<file path="config.mk">
export PLATFORM = sky130hd
export DESIGN_NAME = corevx_ptw
export DESIGN_NICKNAME = d
export VERILOG_FILES = /design/src/rtl/corevx_pkg.sv /design/src/rtl/corevx_ptw_pte_check.sv /design/src/rtl/corevx_ptw.sv
export SDC_FILE = /design/constraint.sdc
export NUM_CORES = 1
export LEC_CHECK = 0
export CAP_MARGIN = 10
export CORE_MARGIN = 2
export CORE_UTILIZATION = 45
export CTS_CLUSTER_DIAMETER = 50
export DETAILED_ROUTE_END_ITERATION = 6
export PLACE_DENSITY = 0.79
export SETUP_SLACK_MARGIN = 0.15
export SYNTH_ARGS = -nofsm -noshare
export SYNTH_HDL_FRONTEND = slang
export SYNTH_HIERARCHICAL = 1
export SYNTH_SLANG_ARGS = --single-unit
</file>
<file path="constraint.sdc">
create_clock -name clk -period 3.9 [get_ports clk]
set_input_delay 0.78 -clock clk [delete_from_list [all_inputs] [get_ports clk]]
set_output_delay 0.78 -clock clk [all_outputs]
set_load 0.05 [all_outputs]
</file>
<file path="src/rtl/corevx_pkg.sv">
// Shared PTE field indices, walker state encoding and bus response codes.
package corevx_pkg;

    localparam int PTE_V = 0;
    localparam int PTE_R = 1;
    localparam int PTE_W = 2;
    localparam int PTE_X = 3;
    localparam int PTE_U = 4;
    localparam int PTE_G = 5;
    localparam int PTE_A = 6;
    localparam int PTE_D = 7;

    localparam logic [1:0] RESP_OKAY = 2'b00;

    typedef enum logic [1:0] {
        S_IDLE  = 2'd0,
        S_ISSUE = 2'd1,
        S_WAIT  = 2'd2,
        S_DONE  = 2'd3
    } ptw_state_t;

endpackage

</file>
<file path="src/rtl/corevx_ptw_pte_check.sv">
// Combinational Sv32 PTE classifier: invalid, leaf, misaligned leaf or pointer.
module corevx_ptw_pte_check
    import corevx_pkg::*;
(
    input  logic [31:0] i_pte,
    input  logic        i_level,
    output logic        o_invalid,
    output logic        o_leaf,
    output logic        o_misaligned,
    output logic        o_pointer
);

    logic w_rx;
    logic w_unused;

    assign w_rx         = i_pte[PTE_R] | i_pte[PTE_X];
    assign o_invalid    = ~i_pte[PTE_V] | (~i_pte[PTE_R] & i_pte[PTE_W]);
    assign o_leaf       = ~o_invalid & w_rx;
    // A megapage leaf must have a zero low PPN field.
    assign o_misaligned = o_leaf & i_level & (|i_pte[19:10]);
    assign o_pointer    = ~o_invalid & ~w_rx;

    assign w_unused = &{1'b0, i_pte[31:20], i_pte[9:4]};

endmodule

</file>
<file path="src/rtl/corevx_ptw.sv">
// Sv32 hardware page-table walker with bare-mode bypass and TLB fill.
// Optional accessed-bit enforcement: define COREVX_PTW_ABIT_CHECK_EN.
module corevx_ptw
    import corevx_pkg::*;
(
    input  logic        clk,
    input  logic        rst,
    input  logic        satp_mode,
    input  logic [21:0] satp_ppn,
    input  logic        resolve_request,
    input  logic [19:0] resolve_virtual_address,
    output logic        resolve_ack,
    output logic        resolve_done,
    output logic        resolve_pagefault,
    output logic        resolve_accessfault,
    output logic [21:0] resolve_physical_address,
    output logic [7:0]  resolve_access_bits,
    output logic        mem_read,
    output logic [33:0] mem_address,
    input  logic        mem_waitrequest,
    input  logic        mem_readdatavalid,
    input  logic [31:0] mem_readdata,
    input  logic [1:0]  mem_response,
    output logic        tlb_write,
    output logic [19:0] tlb_virtual_address_w,
    output logic [21:0] tlb_phys_w,
    output logic [7:0]  tlb_accesstag_w
);

    ptw_state_t r_state;
    ptw_state_t w_next;

    logic        r_level;
    logic [19:0] r_va;
    logic [21:0] r_ptr;

    logic        r_pend_pf;
    logic        r_pend_af;
    logic        r_pend_ok;
    logic [21:0] r_pend_phys;
    logic [7:0]  r_pend_acc;

    logic        r_ack;
    logic        r_done;
    logic        r_pf;
    logic        r_af;
    logic [21:0] r_phys;
    logic [7:0]  r_acc;
    logic        r_tlbw;
    logic [19:0] r_tlb_va;
    logic [21:0] r_tlb_phys;
    logic [7:0]  r_tlb_acc;

    logic w_invalid;
    logic w_leaf;
    logic w_misaligned;
    logic w_pointer;
    logic w_rsp;
    logic w_resp_err;
    logic w_abit_fault;
    logic w_descend;

    corevx_ptw_pte_check u_check (
        .i_pte        (mem_readdata),
        .i_level      (r_level),
        .o_invalid    (w_invalid),
        .o_leaf       (w_leaf),
        .o_misaligned (w_misaligned),
        .o_pointer    (w_pointer)
    );

`ifdef COREVX_PTW_ABIT_CHECK_EN
    assign w_abit_fault = ~mem_readdata[PTE_A];
`else
    assign w_abit_fault = 1'b0;
`endif

    assign w_rsp      = (r_state == S_WAIT) & mem_readdatavalid;
    assign w_resp_err = (mem_response != RESP_OKAY);
    assign w_descend  = ~w_resp_err & w_pointer & r_level;

    assign mem_read    = (r_state == S_ISSUE) & ~rst;
    assign mem_address = {r_ptr, (r_level ? r_va[19:10] : r_va[9:0]), 2'b00};

    always_ff @(posedge clk) begin
        if (rst) r_state <= S_IDLE;
        else     r_state <= w_next;
    end

    always_comb begin
        w_next = r_state;
        unique case (r_state)
            S_IDLE: begin
                if (resolve_request)
                    w_next = satp_mode ? S_ISSUE : S_DONE;
            end
            S_ISSUE: begin
                if (!mem_waitrequest) w_next = S_WAIT;
            end
            S_WAIT: begin
                if (mem_readdatavalid)
                    w_next = w_descend ? S_ISSUE : S_DONE;
            end
            S_DONE: w_next = S_IDLE;
        endcase
    end

    always_ff @(posedge clk) begin
        if (rst) begin
            r_level     <= 1'b1;
            r_va        <= '0;
            r_ptr       <= '0;
            r_pend_pf   <= 1'b0;
            r_pend_af   <= 1'b0;
            r_pend_ok   <= 1'b0;
            r_pend_phys <= '0;
            r_pend_acc  <= '0;
            r_ack       <= 1'b0;
            r_done      <= 1'b0;
            r_pf        <= 1'b0;
            r_af        <= 1'b0;
            r_phys      <= '0;
            r_acc       <= '0;
            r_tlbw      <= 1'b0;
            r_tlb_va    <= '0;
            r_tlb_phys  <= '0;
            r_tlb_acc   <= '0;
        end else begin
            r_ack  <= 1'b0;
            r_done <= 1'b0;
            r_pf   <= 1'b0;
            r_af   <= 1'b0;
            r_tlbw <= 1'b0;
            if (r_state == S_IDLE && resolve_request) begin
                r_ack       <= 1'b1;
                r_va        <= resolve_virtual_address;
                r_ptr       <= satp_ppn;
                r_level     <= 1'b1;
                r_pend_pf   <= 1'b0;
                r_pend_af   <= 1'b0;
                r_pend_ok   <= 1'b0;
                r_pend_phys <= {2'b00, resolve_virtual_address};
                r_pend_acc  <= satp_mode ? 8'h00 : 8'hFF;
            end
            if (w_rsp) begin
                if (w_resp_err) begin
                    r_pend_af <= 1'b1;
                end else if (w_invalid) begin
                    r_pend_pf <= 1'b1;
                end else if (w_leaf) begin
                    if (w_misaligned || w_abit_fault) begin
                        r_pend_pf <= 1'b1;
                    end else begin
                        r_pend_ok   <= 1'b1;
                        r_pend_acc  <= mem_readdata[7:0];
                        r_pend_phys <= r_level ?
                            {mem_readdata[31:20], r_va[9:0]} :
                            mem_readdata[31:10];
                    end
                end else if (r_level) begin
                    r_ptr   <= mem_readdata[31:10];
                    r_level <= 1'b0;
                end else begin
                    r_pend_pf <= 1'b1;
                end
            end
            // Results publish on leaving DONE so done trails ack by a cycle.
            if (r_state == S_DONE) begin
                r_done     <= 1'b1;
                r_pf       <= r_pend_pf;
                r_af       <= r_pend_af;
                r_phys     <= r_pend_phys;
                r_acc      <= r_pend_acc;
                r_tlbw     <= r_pend_ok;
                r_tlb_va   <= r_va;
                r_tlb_phys <= r_pend_phys;
                r_tlb_acc  <= r_pend_acc;
            end
        end
    end

    assign resolve_ack              = r_ack;
    assign resolve_done             = r_done;
    assign resolve_pagefault        = r_pf;
    assign resolve_accessfault      = r_af;
    assign resolve_physical_address = r_phys;
    assign resolve_access_bits      = r_acc;
    assign tlb_write                = r_tlbw;
    assign tlb_virtual_address_w    = r_tlb_va;
    assign tlb_phys_w               = r_tlb_phys;
    assign tlb_accesstag_w          = r_tlb_acc;

endmodule

</file>
Word-level counts from Yosys, hierarchy flattened:

Cells that the tools add are included.

* flip-flop bits (word level): 133
* bits of input ports: 82
* output and inout port bits: 120

* equal/unequal tests: 6
* mux-type cells: 51
* bitwise operators: 18
* reductions and logical operators: 6

Operators with widths (count)
* $mux 22: 12
* $mux 8: 7
* $mux 1: 24
* $mux 10: 2
* $mux 2: 5
* $reduce_or 10->1: 1
* $and 1x1->1: 9
* $pmux 2 s4: 1
* $not 1->1: 7
* $ne 2x2->1 const B: 3
* $eq 2x2->1 const B: 2
* $reduce_and 3->1: 1
* $eq 2x1->1 const B: 1
* $logic_not 2->1: 1
* $or 1x1->1: 2
* $reduce_bool 2->1: 1
* $reduce_or 2->1: 1
* $logic_and 1x1->1: 1

Longest topological paths before layout:

* word-level depth: 12
* gate-level depth with buffers: 8
* gate-level depth less buffers: 6

Hierarchy:

The synthesis kept the hierarchy.

By module, submodules not included
* corevx_ptw: instances 1, cells an instance 678, area an instance 5909.4 um^2, seq. area each 2662.6 um^2
* corevx_ptw_pte_check: instances 1, cells an instance 10, area an instance 67.6 um^2, seq. area each 0.0 um^2

Worst setup path after synthesis:

No wires, ideal clock.

* path kind: input to output
* from: input rst
* to: output mem_read
* arrival time: 2466 ps
* path slack: 654 ps
* stages on the path: 4
* path buffers: 3
* path through: clkbuf_1 clkbuf_1 clkbuf_1 nor3b_1

* cells in the longest elaborated chain, start to end: 2

RTL lines
* start, declared: line corevx_ptw.sv:7 `input logic rst,`
* $not 1->1: line corevx_ptw.sv:82 `assign mem_read = (r_state == S_ISSUE) & ~rst;`
* $and 1x1->1: line corevx_ptw.sv:82
* end, declared: line corevx_ptw.sv:18 `output logic mem_read,`

Every way passes these cells.

Final worst setup path:

* from: register r_level
* to: output mem_address[10]

* cells in the longest elaborated chain, start to end: 1

RTL lines
* start, declared: line corevx_ptw.sv:33 `logic r_level;`
* start signal, assigned: line corevx_ptw.sv:110 `r_level <= 1'b1;`
* start signal, assigned: line corevx_ptw.sv:138 `r_level <= 1'b1;`
* start signal, assigned: line corevx_ptw.sv:162 `r_level <= 1'b0;`
* $mux 10: line corevx_ptw.sv:83 `assign mem_address = {r_ptr, (r_level ? r_va[19:10] : r_va[9:0]), 2'b00};`
* end, declared: line corevx_ptw.sv:19 `output logic [33:0] mem_address,`

Every way passes these cells.

==> impl_metrics.py <==
metrics = {
    "setup_path": {
        "r2r_setup_slack_ns": 1.31,
        "critical-path-top-delay-family": "flip-flops",
        "cp_num_cells": 2,
        "critPathLaunch": "r_level",
        "critPathBufInv": 1,
        "cp.arrival_ns": 2.67,
        "critPathCaptureType": "primary output",
        "crit_chain": "mux2_2 -> clkdlybuf4s50_1",
        "critical-path-slowest-cell": "dfxtp_1",
        "cp.required_ns": 3.12,
        "timing.rr.end": "r_pend_phys[6]",
        "crit_type": "reg2out",
        "reg2reg_depth": 5,
        "crit_end": "mem_address[10]",
        "max_stage_delay_ns": 1.09,
        "cp-start-kind": "flop",
        "crit_fanout": 24,
        "timing.rr.start": "r_level",
    },
    "die": {
        "core_area_um2": 13090,
        "die_area_um2": 14220,
        "io_pins": 202,
        "rows": 42,
        "die_height_um": 119.3,
        "initial_core_util_pct": 45.68,
        "die_w_um": 119.3,
    },
    "pwr": {
        "power_frac_clock_pct": 45.3,
        "p_switching_mw": 0.9905,
        "ir_drop_v": 0.0002257,
        "total_power_mw": 3.750,
        "combPwrFrac_pct": 15.1,
        "p_per_area_nw_per_um2": 449.8,
        "pwr-share-seq_pct": 39.5,
        "switching_share_pct": 26.41,
        "p_int_mw": 2.760,
        "leakage_nw": 2.865,
    },
    "timing": {
        "slew_headroom_pct": 21.81,
        "fin_ws_ns": 0.4528,
        "rsz0062_at_grt": "false",
        "hold_viol_final": 0,
        "worst_pin_slew_ns": 1.171,
        "timing.fmax_mhz": 290.1,
        "fin_crit_sh_pct": 88.39,
        "tns_ns": 0,
        "setup_viol": 0,
        "min_period_ns": 3.447,
        "drv_slew": 0,
        "skew_ns": 0.006496,
    },
    "cts": {
        "htree_levels": 4,
        "clkSinkCount": 133,
        "cts-resized-gates": 0,
        "clockRootBuffer": "clkbuf_16",
        "postCtsHoldBufs": 0,
        "clock_path_buffers": 2,
        "clk_pin_slew_worst_paths_ns": 0.06,
        "clk_latency_ns": 0.42,
        "cts_tree": "built",
        "numCtsBuffers": 17,
        "post_cts.repair.setup_buffers": 0,
    },
    "synthesis": {
        "synth_cell_types": 42,
        "synthFlopType": "dfxtp_1",
        "ys_ff_latch": 133,
        "yosysMostFrequentCell": "nand2_1",
        "yosysTopAreaCell": "dfxtp_1",
        "synth_cells": 688,
        "synth-edff-count": 0,
        "netlist_area_um2": 5977,
        "synth_top_cells_by_count": "nand2_1, dfxtp_1, a21oi_1",
        "synth_area_per_cell_um2": 8.687,
        "yosysTopAreaCellShare_pct": 44.55,
        "synthTopCellsByArea": "dfxtp_1, nand2_1, a21oi_1, a221oi_2, buf_4",
        "ys_warn_count": 6,
        "synthArstFlopShare_pct": 0,
        "seq_area_frac_synth_pct": 44.55,
    },
    "global_routing": {
        "grt_start_max_net_pins": 86,
        "grt.total_usage_pct": 25.40,
        "grt_pass1_wl_um": 28550,
        "grt_pass1_vias": 5411,
        "overflow": 0,
        "antenna_found_initial": 0,
    },
    "finish": {
        "fill_cells": 1051,
        "final_design_area_no_fill_um2": 8338,
        "area_delta_synth_final_pct": 39.50,
        "layout.nets": 901,
        "num_antenna_cells": 0,
        "drive_gt1_share_pct": 13.12,
    },
    "flow_run": {
        "maxCapViolations": 0,
    },
    "routing": {
        "first_iter_violations": 539,
        "vias": 5565,
        "routed_via_density": 5.526,
        "ant_nets": 0,
        "routedWlPerCell_um": 18.21,
        "routed.top_layer": "met4",
        "routed_wl_um": 18340,
        "wl_met3_um": 1480,
        "drc": 0,
        "drt_first_pass_iters": 5,
        "routed-wl-met2_um": 8656,
        "drt-met1-wl_um": 7862,
    },
    "hold_path": {
        "hp-class": "reg2reg",
    },
    "placed_design": {
        "place_ws_ns": 0.5758,
        "portBuffers": 197,
        "placed_cell_area_um2": 7714,
        "gp_congestion": 0.8381,
        "dpl.hpwl_um": 12230,
    },
    "outcome": {
        "status": "finished clean",
    },
}
-- worst min-delay path by stage --
stage               slack, ns  cells past startpoint                 end             from
floorplan                0.43                      1   resolve_pagefault        r_pend_pf
global placement         0.44                      2           r_pend_ok        r_pend_ok
detailed placement       0.45                      2  tlb_accesstag_w[7]    r_pend_acc[7]
CTS                      0.46                      2  tlb_accesstag_w[7]    r_pend_acc[7]
global route             0.46                      2  tlb_accesstag_w[7]    r_pend_acc[7]
finish                   0.45                      2      tlb_phys_w[14]  r_pend_phys[14]
-- per-layer routing --
metal  up-vias  global-route usage [%]
li1       2627                       -
met1      2623                   33.12
met2       279                   39.83
met3        36                   7.232
met4         0                   9.747
met5         -                       0
-- sequential cells by signal, indices dropped and copies added (netlist names), 2 cells and up --
register               flops
r_pend_acc                 8
r_pend_phys               22
r_ptr                     22
r_state                    2
r_va                      20
tlb_accesstag_w            8
tlb_phys_w                22
tlb_virtual_address_w     20
-- per-stage QoR --
stage	utilization, %	hold WS (ns)	instances
after global placement	58.95	0.4432	976
after global routing	63.72	0.4649	1007
after floorplan	-	0.4296	689
final	63.72	0.4548	1007
after CTS	63.72	0.4553	1007
after detailed placement	58.95	0.4474	976
-- logic make-up (layout without fill, tap and decap cells) --
group,after synthesis,count (layout),share of synthesized area (%)
AO/OA/AOI/OAI,157,157,20.81
buffers and inverters,120,262,10.82
flip-flops,133,133,44.55
multiplexers,21,21,3.936
other,1,2,0.06274
AND/OR/NAND/NOR,256,256,19.82
-- power groups by stage --
stage / logic, mW / clock network [mW] / registers, mW
after global routing: 0.601 / 1.76 / 1.49
after global placement: 0.555 / 0 / 1.50
after detailed placement: 0.564 / 0 / 1.51
after CTS: 0.568 / 1.71 / 1.48
final: 0.568 / 1.70 / 1.48
after floorplan: 0.293 / 0 / 1.56
-- worst register-to-register path, cell delays in order, from the launching register on --
cell and delay, ns:
dfxtp_1 1.09, and3_1 0.34, nor3b_1 0.09, nand3_1 0.36, buf_4 0.39, a311oi_1 0.16
-- layout make-up --
type	count	area (µm²)	area share [%]
inverters	24	90.09	1.080
flip-flops and latches	133	2663	31.93
well taps	176	220.2	2.641
multi-input cells	436	2684	32.19
clock inverters	9	150.1	1.801
clock buffers	22	474.2	5.687
repair buffers	207	2057	24.67
-- placed cells by master, fill, tap and decap left out, types with 3 or more instances in the layout --
cell type	n
mux2_2	20
a21oi_1	75
nand2_2	11
nor4_1	28
a22oi_1	23
a221oi_1	3
inv_1	24
nor2_1	8
clkbuf_16	17
a311oi_1	18
clkdlybuf4s50_1	196
buf_4	10
nand2_1	182
a221oi_2	20
clkinv_2	3
clkbuf_8	3
dfxtp_1	133
bufinv_16	4
a311oi_2	10
and2_1	5
(Power assumes the default switching activity.)
==> patch 1, RTL diff (config.mk and constraints unchanged) <==
The option `COREVX_PTW_ABIT_CHECK_EN` is turned on by a define.
--- a/src/rtl/corevx_ptw.sv
+++ b/src/rtl/corevx_ptw.sv
@@ -2,2 +2,4 @@
 // Optional accessed-bit enforcement: define COREVX_PTW_ABIT_CHECK_EN.
+`define COREVX_PTW_ABIT_CHECK_EN
+
 module corevx_ptw
Behaviour: not the same (Yosys sat finds a counterexample within 10 cycles, from zero or initial values and one cycle with rst high).
==> patch 1 against the original RTL <==
Final area shrank 4.0%; sequential share of layout area up 1.3 points; cell count is 0.70% lower; first-iteration DRC count shrank 21%; hold slack lost 0.0036 ns; synthesized area shrank 5.9%; wire length shrank 1.6%; setup slack improved by 0.45 ns; total power decreased by 1.9%; sequential cell count unchanged; critical endpoint is now mem_address[6]; largest cell class is now registers.
==> patch 1: results (changes against the original RTL) <==
* Fin nets at 901 (unchanged)
* Met3 WL post-DR at 1547 um (was 1480 um)
* Postcts setup bufs at 0 (unchanged)
* Global Route Usage Sum at 26.89% (was 25.40%)
* Inserted Clock Buffers at 17 (unchanged)
* Worst path slowest cell: clkdlybuf4s50_1 (was dfxtp_1)
* Gp weighted congestion at 0.8470 (was 0.8381)
* Largest cells by area after synthesis: dfxtp_1 47%, nand2_1 14%, a21oi_1 6.6%, a31oi_1 4.7%, buf_4 4.3% (was dfxtp_1 45%, nand2_1 11%, a21oi_1 6.3%, a221oi_2 5.0%, buf_4 4.5%)
* Fillers at 1012 (was 1051)
* Detail-routed via count per cell at 5.665 (was 5.526)
* CP Data Arrival Time at 2.22 ns (was 2.67 ns)
* Met1 wire length at 7175 um (was 7862 um)
* Post-synthesis cell type count at 40 (was 42)
* Met3 GRT Util at 7.950% (was 7.232%)
* Worst path max stage delay at 0.72 ns (was 1.09 ns)
* Post-CTS Resized at 0 (unchanged)
* Sequential share of the synthesized area at 47.33% (was 44.55%)
* DRT Pass-1 Iters at 7 (was 5)
* Leakage power figure at 2.853 nW (was 2.865 nW)
* WL final at 18050 um (was 18340 um)
* Main synth FF type: dfxtp_1 (unchanged)
* Final clock skew at 0.007415 ns (was 0.006496 ns)
* I/O Buffers at 197 (unchanged)
* Initial DRC Count at 425 (was 539)
* Placed Instances at 968 (was 976)
* Met1 Use GR at 30.81% (was 33.12%)
* H-tree Lvls at 4 (unchanged)
* Outcome: finished, final reports clean (unchanged)
* Worst Path Max Fanout at 11 (was 24)
* Worst skew pair latency at 0.42 ns (about the same)
* Worst vdd rail ir drop at 0.0002980 V (was 0.0002257 V)
* Routed met2 length at 8725 um (was 8656 um)
* Via count at 5665 (was 5565)
* DR top layer: met4 (unchanged)
* Global-route wire length before repair at 27660 um (was 28550 um)
* Layout cells sized above 1 at 8.293% (was 13.12%)
* Antenna diode count at 0 (unchanged)
* Hold WC Path Type: register to register (unchanged)
* Slew HR at 28.83% (was 21.81%)
* Max Buffers Root-to-Sink at 2 (unchanged)
* Initial antenna violation count at 0 (unchanged)
* Clock transition at path regs at 0.05 ns
* Largest net degree at the start of global routing at 82 (was 86)
* Post-synth top cells: 215 x nand2_1, 133 x dfxtp_1, 74 x a21oi_1 (was 183 x nand2_1, 133 x dfxtp_1, 75 x a21oi_1)
* Post-detail-place hpwl at 12000 um (was 12230 um)
* Clock root buffer: clkbuf_16 (unchanged)
* M2 GR Usage at 46.16% (was 39.83%)
* Share of flip-flops with an asynchronous set or reset at 0% (unchanged)
* Vias in the first global route at 5499 (was 5411)
* GRT overflow at 0 (unchanged)
* Synth warn at 6 (unchanged)
* Mapped Cells at 685 (was 688)
## patch 1: cell count changes after synthesis, sizes merged, moves of 23 or more
cell and delta:
a311oi -28, a22oi -23, nor4 -25, a221oi -23, a31oi +42
## patch 1: through the flow
stage	instance area [um^2]	setup WS, ns	hold slack, ns
final	8004	0.8988	0.4512
after global routing	8004	0.8429	0.4714
after CTS	8004	0.8961	0.4528
after detailed placement	7416	0.6060	0.4450
after global placement	7416	0.7118	0.4392
after floorplan	5629	1.301	0.4134
## patch 1: kinds of logic after synthesis
logic type / share of synthesized area (%)
buf+inv: 8.875
flops: 47.33
simple gates: 18.53
other cells: 0.06666
compound gates: 19.95
mux: 5.249
## patch 1: final timing paths
path                                                 end  cells after the start                startpoint  slack [ns]
worst max register to register                 r_ptr[13]                      4                   r_level        1.35
worst min-delay path            tlb_virtual_address_w[8]                      2  tlb_virtual_address_w[8]        0.45
worst min register to register  tlb_virtual_address_w[8]                      2  tlb_virtual_address_w[8]        0.45
worst max-delay path                      mem_address[6]                      2                   r_level        0.90
## patch 1: power breakdown
part / switching, mW / total [mW] / internal [mW]
clock: 0.581 / 1.58 / 1.00
combinational: 0.375 / 0.603 / 0.227
sequential: 0.0591 / 1.49 / 1.43
## patch 1: worst max-delay path, delay by kind of cell, from the launching register on
| kind | cells | cell delay (ns) |
|---|---|---|
| buffers and inverters | 1 | 0.72 |
| flip-flops | 1 | 0.67 |
| multiplexers | 1 | 0.40 |
## patch 1: layout make-up
cell class	count	area share, %
Sequential cell	133	33.27
Timing Repair Buffer	207	25.64
Clock buffer	23	6.097
Multi-Input combinational cell	456	30.94
Inverter	4	0.1876
Tap cell	168	2.626
Clock inverter	9	1.251
==> patch 2, RTL diff (config.mk and constraints unchanged) <==
Without the edit above. Register the input `satp_mode` before use, without a reset. The logic sees it one clock later. The other inputs are not delayed to match.
--- a/src/rtl/corevx_ptw.sv
+++ b/src/rtl/corevx_ptw.sv
@@ -29,2 +29,8 @@
 
+    logic satp_mode_q;
+
+    always_ff @(posedge clk) begin
+        satp_mode_q <= satp_mode;
+    end
+
     ptw_state_t r_state;
@@ -94,3 +100,3 @@
                 if (resolve_request)
-                    w_next = satp_mode ? S_ISSUE : S_DONE;
+                    w_next = satp_mode_q ? S_ISSUE : S_DONE;
             end
@@ -142,3 +148,3 @@
                 r_pend_phys <= {2'b00, resolve_virtual_address};
-                r_pend_acc  <= satp_mode ? 8'h00 : 8'hFF;
+                r_pend_acc  <= satp_mode_q ? 8'h00 : 8'hFF;
             end
Formal check against the unedited RTL: not equivalent (Yosys sat finds a counterexample within 4 cycles, from zero or initial values and one cycle with rst high).
==> patch 2 against the original RTL <==
Wire length fell by 2.2%; synthesized cell count rose by 0.15%; sequential cell count rose by 1; total power fell by 0.27%; setup slack improved by 0.19 ns; die area rose by 0.32%; synthesized area rose by 0.33%; final area rose by 0.44%.
==> patch 2: results (changes against the original RTL) <==
* Slew HR at 28.24% (was 21.81%)
* Placed Instances at 980 (was 976)
* Post-synth top cells: 183 x nand2_1, 134 x dfxtp_1, 75 x a21oi_1 (was 183 x nand2_1, 133 x dfxtp_1, 75 x a21oi_1)
* Initial DRC Count at 479 (was 539)
* Met1 Use GR at 33.08% (was 33.12%)
* Routed met2 length at 8370 um (was 8656 um)
* Outcome: finished, final reports clean (unchanged)
* Gp weighted congestion at 0.8311 (was 0.8381)
* M2 GR Usage at 38.57% (was 39.83%)
* Wire length per cell at 17.72 um (was 18.21 um)
* Final clock skew at 0.004873 ns (was 0.006496 ns)
* Post-detail-place hpwl at 12330 um (was 12230 um)
* Met3 WL post-DR at 1457 um (was 1480 um)
* Syn avg cell area at 8.704 um^2 (was 8.687 um^2)
* Fin nets at 905 (was 901)
* Global Route Usage Sum at 25.08% (was 25.40%)
* Placed Area at 7744 um^2 (was 7714 um^2)
* Leakage power figure at 2.885 nW (was 2.865 nW)
* Worst path max stage delay at 0.91 ns (was 1.09 ns)
* Post-route setup slack at 0.6432 ns (was 0.4528 ns)
* Largest net degree at the start of global routing at 103 (was 86)
* Hold EP: tlb_phys_w[20] (was tlb_phys_w[14])
* Worst hold start: r_pend_phys[20] (was r_pend_phys[14])
* Detail-routed via count per cell at 5.492 (was 5.526)
* Vias in the first global route at 5344 (was 5411)
* Switching Share at 26.17% (was 26.41%)
* Sequential share of the synthesized area at 44.73% (was 44.55%)
* Non-Filler Instances at 1012 (was 1007)
* Met3 GRT Util at 7.088% (was 7.232%)
* Met1 wire length at 7658 um (was 7862 um)
* Global-route wire length before repair at 27920 um (was 28550 um)
* Place WS at 0.5485 ns (was 0.5758 ns)
patch 2: area by class of cell:
class / instances / share of cell area, %
multi-input cells: 436 / 32.05
flip-flops and latches: 134 / 32.03
repair buffers: 210 / 24.68
clock buffers: 25 / 6.156
well taps: 176 / 2.630
clock inverters: 7 / 1.375
inverters: 24 / 1.076
patch 2: logic make-up after synthesis:
logic type             share of synthesized area, %
other                                       0.06253
buffers and inverters                         10.79
AO/OA/AOI/OAI                                 20.74
AND/OR/NAND/NOR                               19.76
flip-flops                                    44.73
multiplexers                                  3.922
patch 2: power by group through the flow:
| stage | combinational [mW] | clock [mW] | sequential [mW] |
|---|---|---|---|
| final | 0.563 | 1.69 | 1.49 |
| after global routing | 0.599 | 1.77 | 1.50 |
| after CTS | 0.564 | 1.70 | 1.49 |
| after detailed placement | 0.560 | 0 | 1.52 |
| after global placement | 0.551 | 0 | 1.51 |
| after floorplan | 0.293 | 0 | 1.57 |
